--- src/rtl/burst_addr_path.sv ---
// burst_addr_path: deserializes burst length/start address, steps the burst
// address per beat, flags completion, and reserializes the current address.
//
// Ports:
//   clk, rst (async, active-low)
//   burst_len_sin, burst_len_en       : length shift-in
//   send_burst_len_data,
//   initial_burst_len_reg_en          : length register load strobe pair
//   addr_sin, initial_addr_en         : address shift-in / single-transfer addr
//   send_addr_data,
//   initial_addr_reg_wen              : start-address load strobe pair
//   counter_en, adder_en              : beat count / address increment enables
//   addr_PTS_out_en/_load/_send_data  : serializer enable, load, shift
//   addr_PTS_out_word_sel             : bits sent = (sel+1)*ADDR_W/4
//   addr_sel                          : 0 = addr_sin passthrough, 1 = serializer
//   stop_signal, addr_sout, cur_addr, burst_len, pts_busy : outputs
module burst_addr_path #(
  parameter int ADDR_W = 20,
  parameter int LEN_W  = 4,
  parameter int STRIDE = 1
) (
  input  logic              clk,
  input  logic              rst,
  input  logic              burst_len_sin,
  input  logic              addr_sin,
  input  logic              burst_len_en,
  input  logic              send_burst_len_data,
  input  logic              initial_burst_len_reg_en,
  input  logic              initial_addr_en,
  input  logic              send_addr_data,
  input  logic              initial_addr_reg_wen,
  input  logic              counter_en,
  input  logic              adder_en,
  input  logic              addr_PTS_out_en,
  input  logic              addr_PTS_out_load,
  input  logic              addr_PTS_out_send_data,
  input  logic [1:0]        addr_PTS_out_word_sel,
  input  logic              addr_sel,
  output logic              stop_signal,
  output logic              addr_sout,
  output logic [ADDR_W-1:0] cur_addr,
  output logic [LEN_W-1:0]  burst_len,
  output logic              pts_busy
);

  localparam int QW    = ADDR_W / 4;
  localparam int CNT_W = $clog2(ADDR_W + 1);

  logic [LEN_W-1:0]  len_sr_q, len_sr_d;
  logic [ADDR_W-1:0] addr_sr_q, addr_sr_d;
  logic [LEN_W-1:0]  burst_len_q, burst_len_d;
  logic [ADDR_W-1:0] cur_addr_q, cur_addr_d;
  logic [LEN_W:0]    beat_cnt_q, beat_cnt_d;
  logic              stop_q, stop_d;
  logic [ADDR_W-1:0] pts_sr_q, pts_sr_d;
  logic [CNT_W-1:0]  pts_cnt_q, pts_cnt_d;

  logic             len_load;
  logic             addr_load;
  logic             step;
  logic [LEN_W:0]   beat_nxt;
  logic             pts_load;
  logic             pts_shift;
  logic             pts_drive;
  logic [CNT_W-1:0] pts_len;

  assign len_load  = send_burst_len_data && initial_burst_len_reg_en;
  assign addr_load = send_addr_data && initial_addr_reg_wen;
  // Any load this cycle suppresses the step.
  assign step      = counter_en && !stop_q && !len_load && !addr_load;
  assign beat_nxt  = beat_cnt_q + (LEN_W+1)'(1);

  assign pts_load  = addr_PTS_out_en && addr_PTS_out_load;
  assign pts_drive = addr_PTS_out_en && addr_PTS_out_send_data
                     && (pts_cnt_q != '0);
  assign pts_shift = !pts_load && pts_drive;

  always_comb begin
    pts_len = CNT_W'(ADDR_W);
    case (addr_PTS_out_word_sel)
      2'd0:    pts_len = CNT_W'(QW);
      2'd1:    pts_len = CNT_W'(2 * QW);
      2'd2:    pts_len = CNT_W'(3 * QW);
      default: pts_len = CNT_W'(ADDR_W);
    endcase
  end

  always_comb begin
    len_sr_d    = len_sr_q;
    addr_sr_d   = addr_sr_q;
    burst_len_d = burst_len_q;
    cur_addr_d  = cur_addr_q;
    beat_cnt_d  = beat_cnt_q;
    stop_d      = stop_q;

    if (burst_len_en)
      len_sr_d = {len_sr_q[LEN_W-2:0], burst_len_sin};
    if (initial_addr_en)
      addr_sr_d = {addr_sr_q[ADDR_W-2:0], addr_sin};

    if (len_load) begin
      burst_len_d = len_sr_q;
      beat_cnt_d  = '0;
      stop_d      = (len_sr_q == '0);
    end
    if (addr_load) begin
      cur_addr_d = addr_sr_q;
      beat_cnt_d = '0;
    end

    if (step) begin
      beat_cnt_d = beat_nxt;
      if (adder_en)
        cur_addr_d = cur_addr_q + ADDR_W'(STRIDE);
      if (beat_nxt == {1'b0, burst_len_q})
        stop_d = 1'b1;
    end
  end

  always_comb begin
    pts_sr_d  = pts_sr_q;
    pts_cnt_d = pts_cnt_q;
    if (pts_load) begin
      // Captures cur_addr as held, ignoring any same-cycle update.
      pts_sr_d  = cur_addr_q;
      pts_cnt_d = pts_len;
    end else if (pts_shift) begin
      pts_sr_d  = {pts_sr_q[ADDR_W-2:0], 1'b0};
      pts_cnt_d = pts_cnt_q - CNT_W'(1);
    end
  end

  always_ff @(posedge clk or negedge rst) begin
    if (!rst) begin
      len_sr_q    <= '0;
      addr_sr_q   <= '0;
      burst_len_q <= '0;
      cur_addr_q  <= '0;
      beat_cnt_q  <= '0;
      stop_q      <= 1'b0;
      pts_sr_q    <= '0;
      pts_cnt_q   <= '0;
    end else begin
      len_sr_q    <= len_sr_d;
      addr_sr_q   <= addr_sr_d;
      burst_len_q <= burst_len_d;
      cur_addr_q  <= cur_addr_d;
      beat_cnt_q  <= beat_cnt_d;
      stop_q      <= stop_d;
      pts_sr_q    <= pts_sr_d;
      pts_cnt_q   <= pts_cnt_d;
    end
  end

  assign stop_signal = stop_q;
  assign cur_addr    = cur_addr_q;
  assign burst_len   = burst_len_q;
  assign pts_busy    = (pts_cnt_q != '0);
  assign addr_sout   = addr_sel ? (pts_drive ? pts_sr_q[ADDR_W-1] : 1'b0)
                                : addr_sin;

endmodule

--- config.mk ---
export PLATFORM = sky130hd
export DESIGN_NAME = burst_addr_path
export DESIGN_NICKNAME = d
export VERILOG_FILES = /design/src/rtl/burst_addr_path.sv
export SDC_FILE = /design/constraint.sdc
export NUM_CORES = 1
export LEC_CHECK = 0
export ABC_AREA = 1
export BUFFER_PORTS_ARGS = -buffer_cell sky130_fd_sc_hd__buf_2
export CORE_UTILIZATION = 41
export CTS_CLUSTER_DIAMETER = 40
export DETAILED_ROUTE_END_ITERATION = 8
export RECOVER_POWER = 100
export SYNTH_ARGS = -nofsm -noshare
export SYNTH_HDL_FRONTEND = slang
export SYNTH_SLANG_ARGS = --single-unit
export TNS_END_PERCENT = 30
--- constraint.sdc ---
create_clock -name clk -period 1.5 [get_ports clk]
set_clock_uncertainty 0.15 [all_clocks]
set_input_delay 0.075 -clock clk [delete_from_list [all_inputs] [get_ports clk]]
set_output_delay 0.075 -clock clk [all_outputs]
set_load 0.05 [all_outputs]
==> results of run 1 <==
[cell usage in the layout (no fill, tap or decap), types with 4 or more instances in the layout]
cell type      count
inv_1             54
nor2_4             4
ha_1               4
o21ai_1            6
buf_6              6
clkbuf_2          29
a21oi_1           13
buf_2             15
o21ai_2            7
o211ai_1          19
inv_2              8
o22ai_1            4
nor2_1            32
nand3_1           19
dlygate4sd3_1     11
buf_4             35
buf_12             4
nor2_2             4
dfrtp_2           11
dfrtp_1           68
nand2_2            4
nand2_1          184
xor2_1            13
o21ai_0           43
clkinv_4           5
clkbuf_8          10
[state kept, by name, indices dropped and copies added, names as in the netlist]
register	flops
beat_cnt_q	5
pts_cnt_q	5
pts_sr_q	20
stop_signal	1
addr_sr_q	20
cur_addr	20
len_sr_q	4
burst_len	4
[critical path: cells and delay by family, from the launching register on]
| kind | cells | cell delay, ns |
|---|---|---|
| and+or+nand+nor | 4 | 0.30 |
| buffers and inverters | 4 | 0.31 |
| AOI/OAI and AO/OA | 1 | 0.06 |
| adders and majority gates | 1 | 0.14 |
| DFF | 1 | 0.39 |
[kinds of logic after synthesis]
| family | after synthesis | share of synthesized area, % |
|---|---|---|
| buffers and inverters | 83 | 8.38 |
| adders and majority gates | 7 | 2.07 |
| AOI/OAI and AO/OA | 97 | 13.9 |
| DFF | 79 | 46.8 |
| xor gates and xnor gates | 16 | 3.32 |
| and+or+nand+nor | 262 | 25.6 |
[metrics by stage]
stage	TNS (ns)	instances	hold WS (ns)
2_1_floorplan	-7.26	544	-0.371
3_3_place_gp	-2.11	740	-0.0714
3_5_place_dp	-3.44	740	-0.0686
4_1_cts	-5.77	772	0.0341
5_1_grt	-14.11	778	0.120
6_report	-7.71	778	0.0825
[area by class of cell]
cell class	instances	share of cell area, %
multi-input combinational	382	36.9
sequential	79	36.6
timing repair buffer	103	14.7
inverter	63	4.58
tap	133	3.06
clock buffer	10	2.53
clock inverter	6	1.29
timing repair inverter	2	0.253
[per-layer routing]
| metal | part of all wire (%) | track usage, % | vias to the layer above |
|---|---|---|---|
| li1 | - | - | 1928 |
| met3 | 3.5 | 2.52 | 18 |
| met2 | 45 | 31.8 | 75 |
| met5 | 0 | 0 | - |
| met1 | 49 | 29.6 | 1788 |
| met4 | 1.8 | 6.42 | 0 |
[final timing paths]
kind                                  from  slack (ns)             to  depth (start not counted)
max                           pts_cnt_q[0]       -0.28      addr_sout                         10
min                        initial_addr_en        0.08  addr_sr_q[14]                          3
max reg2reg                   pts_cnt_q[0]       -0.22    pts_sr_q[8]                         11
min reg2reg                   pts_cnt_q[3]        0.33   pts_cnt_q[3]                          2
max in group asynchronous              rst        0.10   cur_addr[17]                          3
min in group asynchronous              rst        0.22   pts_cnt_q[2]                          2
[power breakdown]
group	internal [mW]	total [mW]	leakage, nW	switching, mW
Clock	0.823	1.64	0.106	0.814
Combinational	1.28	3.43	1.60	2.15
Sequential	2.70	3.19	0.963	0.493
[what timing repair did]
action | in CTS | in global routing
setup buffers | 2 | 4
hold endpoints to repair | 91 | 0
hold buffers | 11 | 0
endpoints found under the setup margin | 27 | 48
gates resized for setup | 16 | 18
pin swaps | 3 | 9
cloned | 3 | 2
==> impl_metrics.tcl, run 1 <==
set metrics [dict create \
    status "finished with violations" \
    violations "setup timing" \
    synth_top_area_share_pct 46.8 \
    dieHeight_um 104 \
    fin_crit_ns 1.78 \
    critPathKind "reg -> out" \
    ant_nets 0 \
    drcViolationCount 0 \
    yosysMostFrequentCell "nand2_1" \
    setup_violations 50 \
    hold_class "in -> reg" \
    synth-seq-cells 79 \
    post_dp_cell_area_um2 4900 \
    antenna_found_initial 0 \
    multi_input_area_um2 2010 \
    tritoncts "yes" \
    seqCellArea_um2 1990 \
    synthCells 544 \
    drtPass1Iterations 5 \
    die_w_um 104 \
    grt_max_degree 41 \
    total_power_mw 8.26 \
    setup.worst_path.start_class "flip-flop" \
    max_cap_violations 0 \
    drt_wl_total_um 10600 \
    cts_buffers 9 \
    min_period_over_period_pct 119 \
    insertedDiodeCount 0 \
    wire_per_inst_um 13.6 \
    peakVddDrop_mv 0.586 \
    rsz0062_at_grt "yes" \
    gp_congestion 0.865 \
    critPathRequiredTime_ns 1.27 \
    async_flop_share_pct 100 \
    syn_avg_cell_area_um2 7.77 \
    cts.sink_count 79 \
    die_area_um2 10700 \
    dp_hpwl_um 7580 \
    synth_warnings 0 \
    drive_above_1_share_pct 25.7 \
    post-route-util_pct 55.1 \
    final_area_um2 5430 \
    max_clock_freq_mhz 562 \
    final_nets 665 \
    path_max_fanout 2 \
    areaGrowthSynthToFinish_pct 28.6 \
    slew_headroom_pct 41.3 \
    vias 3809 \
    io_pins 45 \
    num_rows 36 \
    crit_top_cell "inv_2" \
    clockBufferDepth 2 \
    synth-main-ff-cell "dfrtp_1" \
    htree_levels 3 \
    ys_seq_area_share_pct 46.8 \
    gr-usage-all-layers_pct 20.4 \
    drt-initial-drc-count 193 \
    synth_area_leaders "dfrtp_1, nand2_1, o21ai_0, inv_1, o211ai_1" \
    cp_slowest_stage_delay_ns 0.39 \
    powerDensity_nw_per_um2 1520 \
    netlist_area_um2 4230 \
    synth_commonest_cells "nand2_1, dfrtp_1, inv_1, o21ai_0, nor2_1" \
    p_leak_nw 2.67 \
    tightest_slew_ns 0.880 \
    drv_slew 0 \
    port-buffer-count 44 \
    clk_latency_ns 0.35 \
    grt_pass1_vias 3563 \
    post-place-ws_ns -0.164 \
    cpMaxStageDelayCell "dfrtp_1" \
    synth.largest_area_cell "dfrtp_1" \
    arrival_ns 1.55 \
    cts_root_buffer "clkbuf_8" \
    worst_setup_path_end_kind "output pin" \
    fill_cells 917 \
    ys_types 32 \
    clk_transition_reported_paths_ns 0.09 \
    vias_per_cell 4.90 \
    cp_cell_sequence "inv_2, ha_4, inv_2, nor2_4, nand3_4, nand3_4, inv_2, nand3_2, o21ai_2, buf_6" \
    coreArea_um2 9860 \
    grt-ovfl-total 0 \
    finalWorstSetupSlack_ns -0.279 \
    grt_pass1_wl_um 17600 \
    syn_nets 569 \
    synth_edf_count 0 \
    final_hold_viol_count 0 \
    start_util_pct 42.8 \
]
Power figures use the tool's default switching activity.
==> inputs of run 2 (changes only) <==
--- a/config.mk
+++ b/config.mk
@@ -7,7 +7,7 @@
 export LEC_CHECK = 0
 export ABC_AREA = 1
 export BUFFER_PORTS_ARGS = -buffer_cell sky130_fd_sc_hd__buf_2
-export CORE_UTILIZATION = 41
+export CORE_UTILIZATION = 42
 export CTS_CLUSTER_DIAMETER = 40
 export DETAILED_ROUTE_END_ITERATION = 8
 export RECOVER_POWER = 100
==> constraint.sdc (replaced) <==
create_clock -name clk -period 1.5 [get_ports clk]
set_clock_uncertainty 0.15 [all_clocks]
set_input_delay 0.375 -clock clk [delete_from_list [all_inputs] [get_ports clk]]
set_output_delay 0.375 -clock clk [all_outputs]
set_load 0.05 [all_outputs]
==> impl_metrics.tcl, run 2 (synthesized netlist as in run 1, its figures left out) <==
set metrics [dict create \
    critPathRequiredTime_ns 0.97 \
    vias_per_cell 4.78 \
    mostFrequentLayoutCell "nand2_1" \
    areaGrowthSynthToFinish_pct 34.1 \
    cp_slowest_stage_delay_ns 0.39 \
    grt_pass1_vias 3418 \
    drtPass1Iterations 4 \
    final_area_um2 5660 \
    start_util_pct 43.2 \
    clk_transition_reported_paths_ns 0.08 \
    mostFrequentLayoutCells "nand2_1, dfrtp_1, inv_1" \
    drt_wl_total_um 10300 \
    vias 3713 \
    arrival_ns 1.58 \
    post-place-ws_ns -0.336 \
    gp_congestion 0.846 \
    p_leak_nw 2.75 \
    drive_above_1_share_pct 28.0 \
    grt-ovfl-total 0 \
    cpMaxStageDelayCell "dfrtp_1" \
    cts_buffers 9 \
    drv_slew 0 \
    crit_top_cell "inv_2" \
    drcViolationCount 0 \
    total_power_mw 8.72 \
    htree_levels 3 \
    finalWorstSetupSlack_ns -0.603 \
    die_area_um2 10500 \
    antenna_found_initial 0 \
    fin_crit_ns 2.10 \
    setup.worst_path.start_class "flip-flop" \
    max_clock_freq_mhz 475 \
    setup_violations 39 \
    cts.sink_count 79 \
    drt-initial-drc-count 165 \
    ant_nets 0 \
    powerDensity_nw_per_um2 1540 \
    dieHeight_um 102 \
    coreArea_um2 9770 \
    path_max_fanout 2 \
    insertedDiodeCount 0 \
    cts_root_buffer "clkbuf_8" \
    hold_class "in -> reg" \
    grt_pass1_wl_um 16700 \
    slew_headroom_pct 55.8 \
    fill_cells 941 \
    worst_setup_path_end_kind "output pin" \
    rsz0062_at_grt "yes" \
    status "finished with violations" \
    clk_latency_ns 0.35 \
    port-buffer-count 44 \
    tightest_slew_ns 0.663 \
    min_period_over_period_pct 140 \
    grt_max_degree 41 \
    max_cap_violations 0 \
    cp_cell_sequence "inv_2, ha_4, inv_2, nor2_4, nand3_4, nand3_2, inv_2, nand3_2, o21ai_4, buf_6" \
    tritoncts "yes" \
    final_hold_viol_count 0 \
    wire_per_inst_um 13.3 \
    gr-usage-all-layers_pct 21.1 \
    clockBufferDepth 2 \
    violations "setup timing" \
    fin_tns_setup_ns -8.50 \
    critPathKind "reg -> out" \
    post_dp_cell_area_um2 4990 \
    final_nets 663 \
    num_rows 36 \
    dp_hpwl_um 7350 \
    io_pins 45 \
    die_w_um 102 \
    peakVddDrop_mv 0.797 \
]
## run 2: cell types whose count changed in the layout (fill, tap and decap cells not counted), sizes merged
cell         before  now
buf              60   99
bufbuf            0    1
clkbuf           42   14
clkinv            8    4
dlygate4sd3      11    1
## run 2: timing repair
| action | CTS | global route |
|---|---|---|
| pin swaps | 2 | 3 |
| hold buffers | 1 | 0 |
| hold endpoints to repair | 79 | 0 |
| gates cloned | 4 | 0 |
| buffers inserted | 3 | 5 |
| resized for setup | 73 | 26 |
| setup endpoints to repair | 54 | 68 |
## run 2: path summary, 6_finish.rpt
| path | from | end | slack, ns | depth (start not counted) |
|---|---|---|---|---|
| worst max-delay path | pts_cnt_q[1] | addr_sout | -0.60 | 10 |
| worst max register to register | pts_cnt_q[1] | pts_sr_q[6] | -0.31 | 11 |
| min in group asynchronous | rst | beat_cnt_q[3] | 0.45 | 2 |
| max in group asynchronous | rst | cur_addr[18] | 0.10 | 3 |
| worst min register to register | addr_sr_q[13] | addr_sr_q[14] | 0.33 | 2 |
| worst min-delay path | burst_len_sin | len_sr_q[0] | 0.08 | 3 |
## run 2: area by class of cell
| cell class | count | area (µm²) | share of cell area, % |
|---|---|---|---|
| sequential | 79 | 2000 | 35.3 |
| multi-input combinational | 382 | 1990 | 35.2 |
| timing repair buffer | 103 | 1040 | 18.3 |
| inverter | 63 | 249 | 4.40 |
| tap | 133 | 166 | 2.94 |
| clock buffer | 12 | 165 | 2.92 |
| clock inverter | 4 | 52.6 | 0.928 |
## run 2: metal layers
metal	part of all wire, %	global-route usage (%)	vias to the layer above
met2	45	31.2	54
met1	51	31.1	1726
met5	0	0	-
met4	1.2	7.58	0
li1	-	-	1925
met3	2.9	3.28	8
## run 2: through the flow
step / util (%) / hold WS [ns] / instances
3_5_place_dp: 51.1 / 0.0765 / 747
3_3_place_gp: 51.1 / 0.0773 / 747
4_1_cts: 56.9 / 0.0604 / 771
5_1_grt: 57.9 / 0.0867 / 776
6_report: 57.9 / 0.0775 / 776
2_1_floorplan: - / -0.0706 / 544
## run 2: where the power goes
group          leakage (nW)  switching [mW]  internal, mW
combinational          1.68            2.15          1.62
clock                 0.113           0.795         0.909
sequential            0.955           0.537          2.71
## run 2: critical path: cells and delay by family (launching register included)
family / cells / cell delay [ns]
compound gates: 1 / 0.06
flops: 1 / 0.39
fa+ha+maj: 1 / 0.14
buf+inv: 4 / 0.31
simple gates: 4 / 0.34
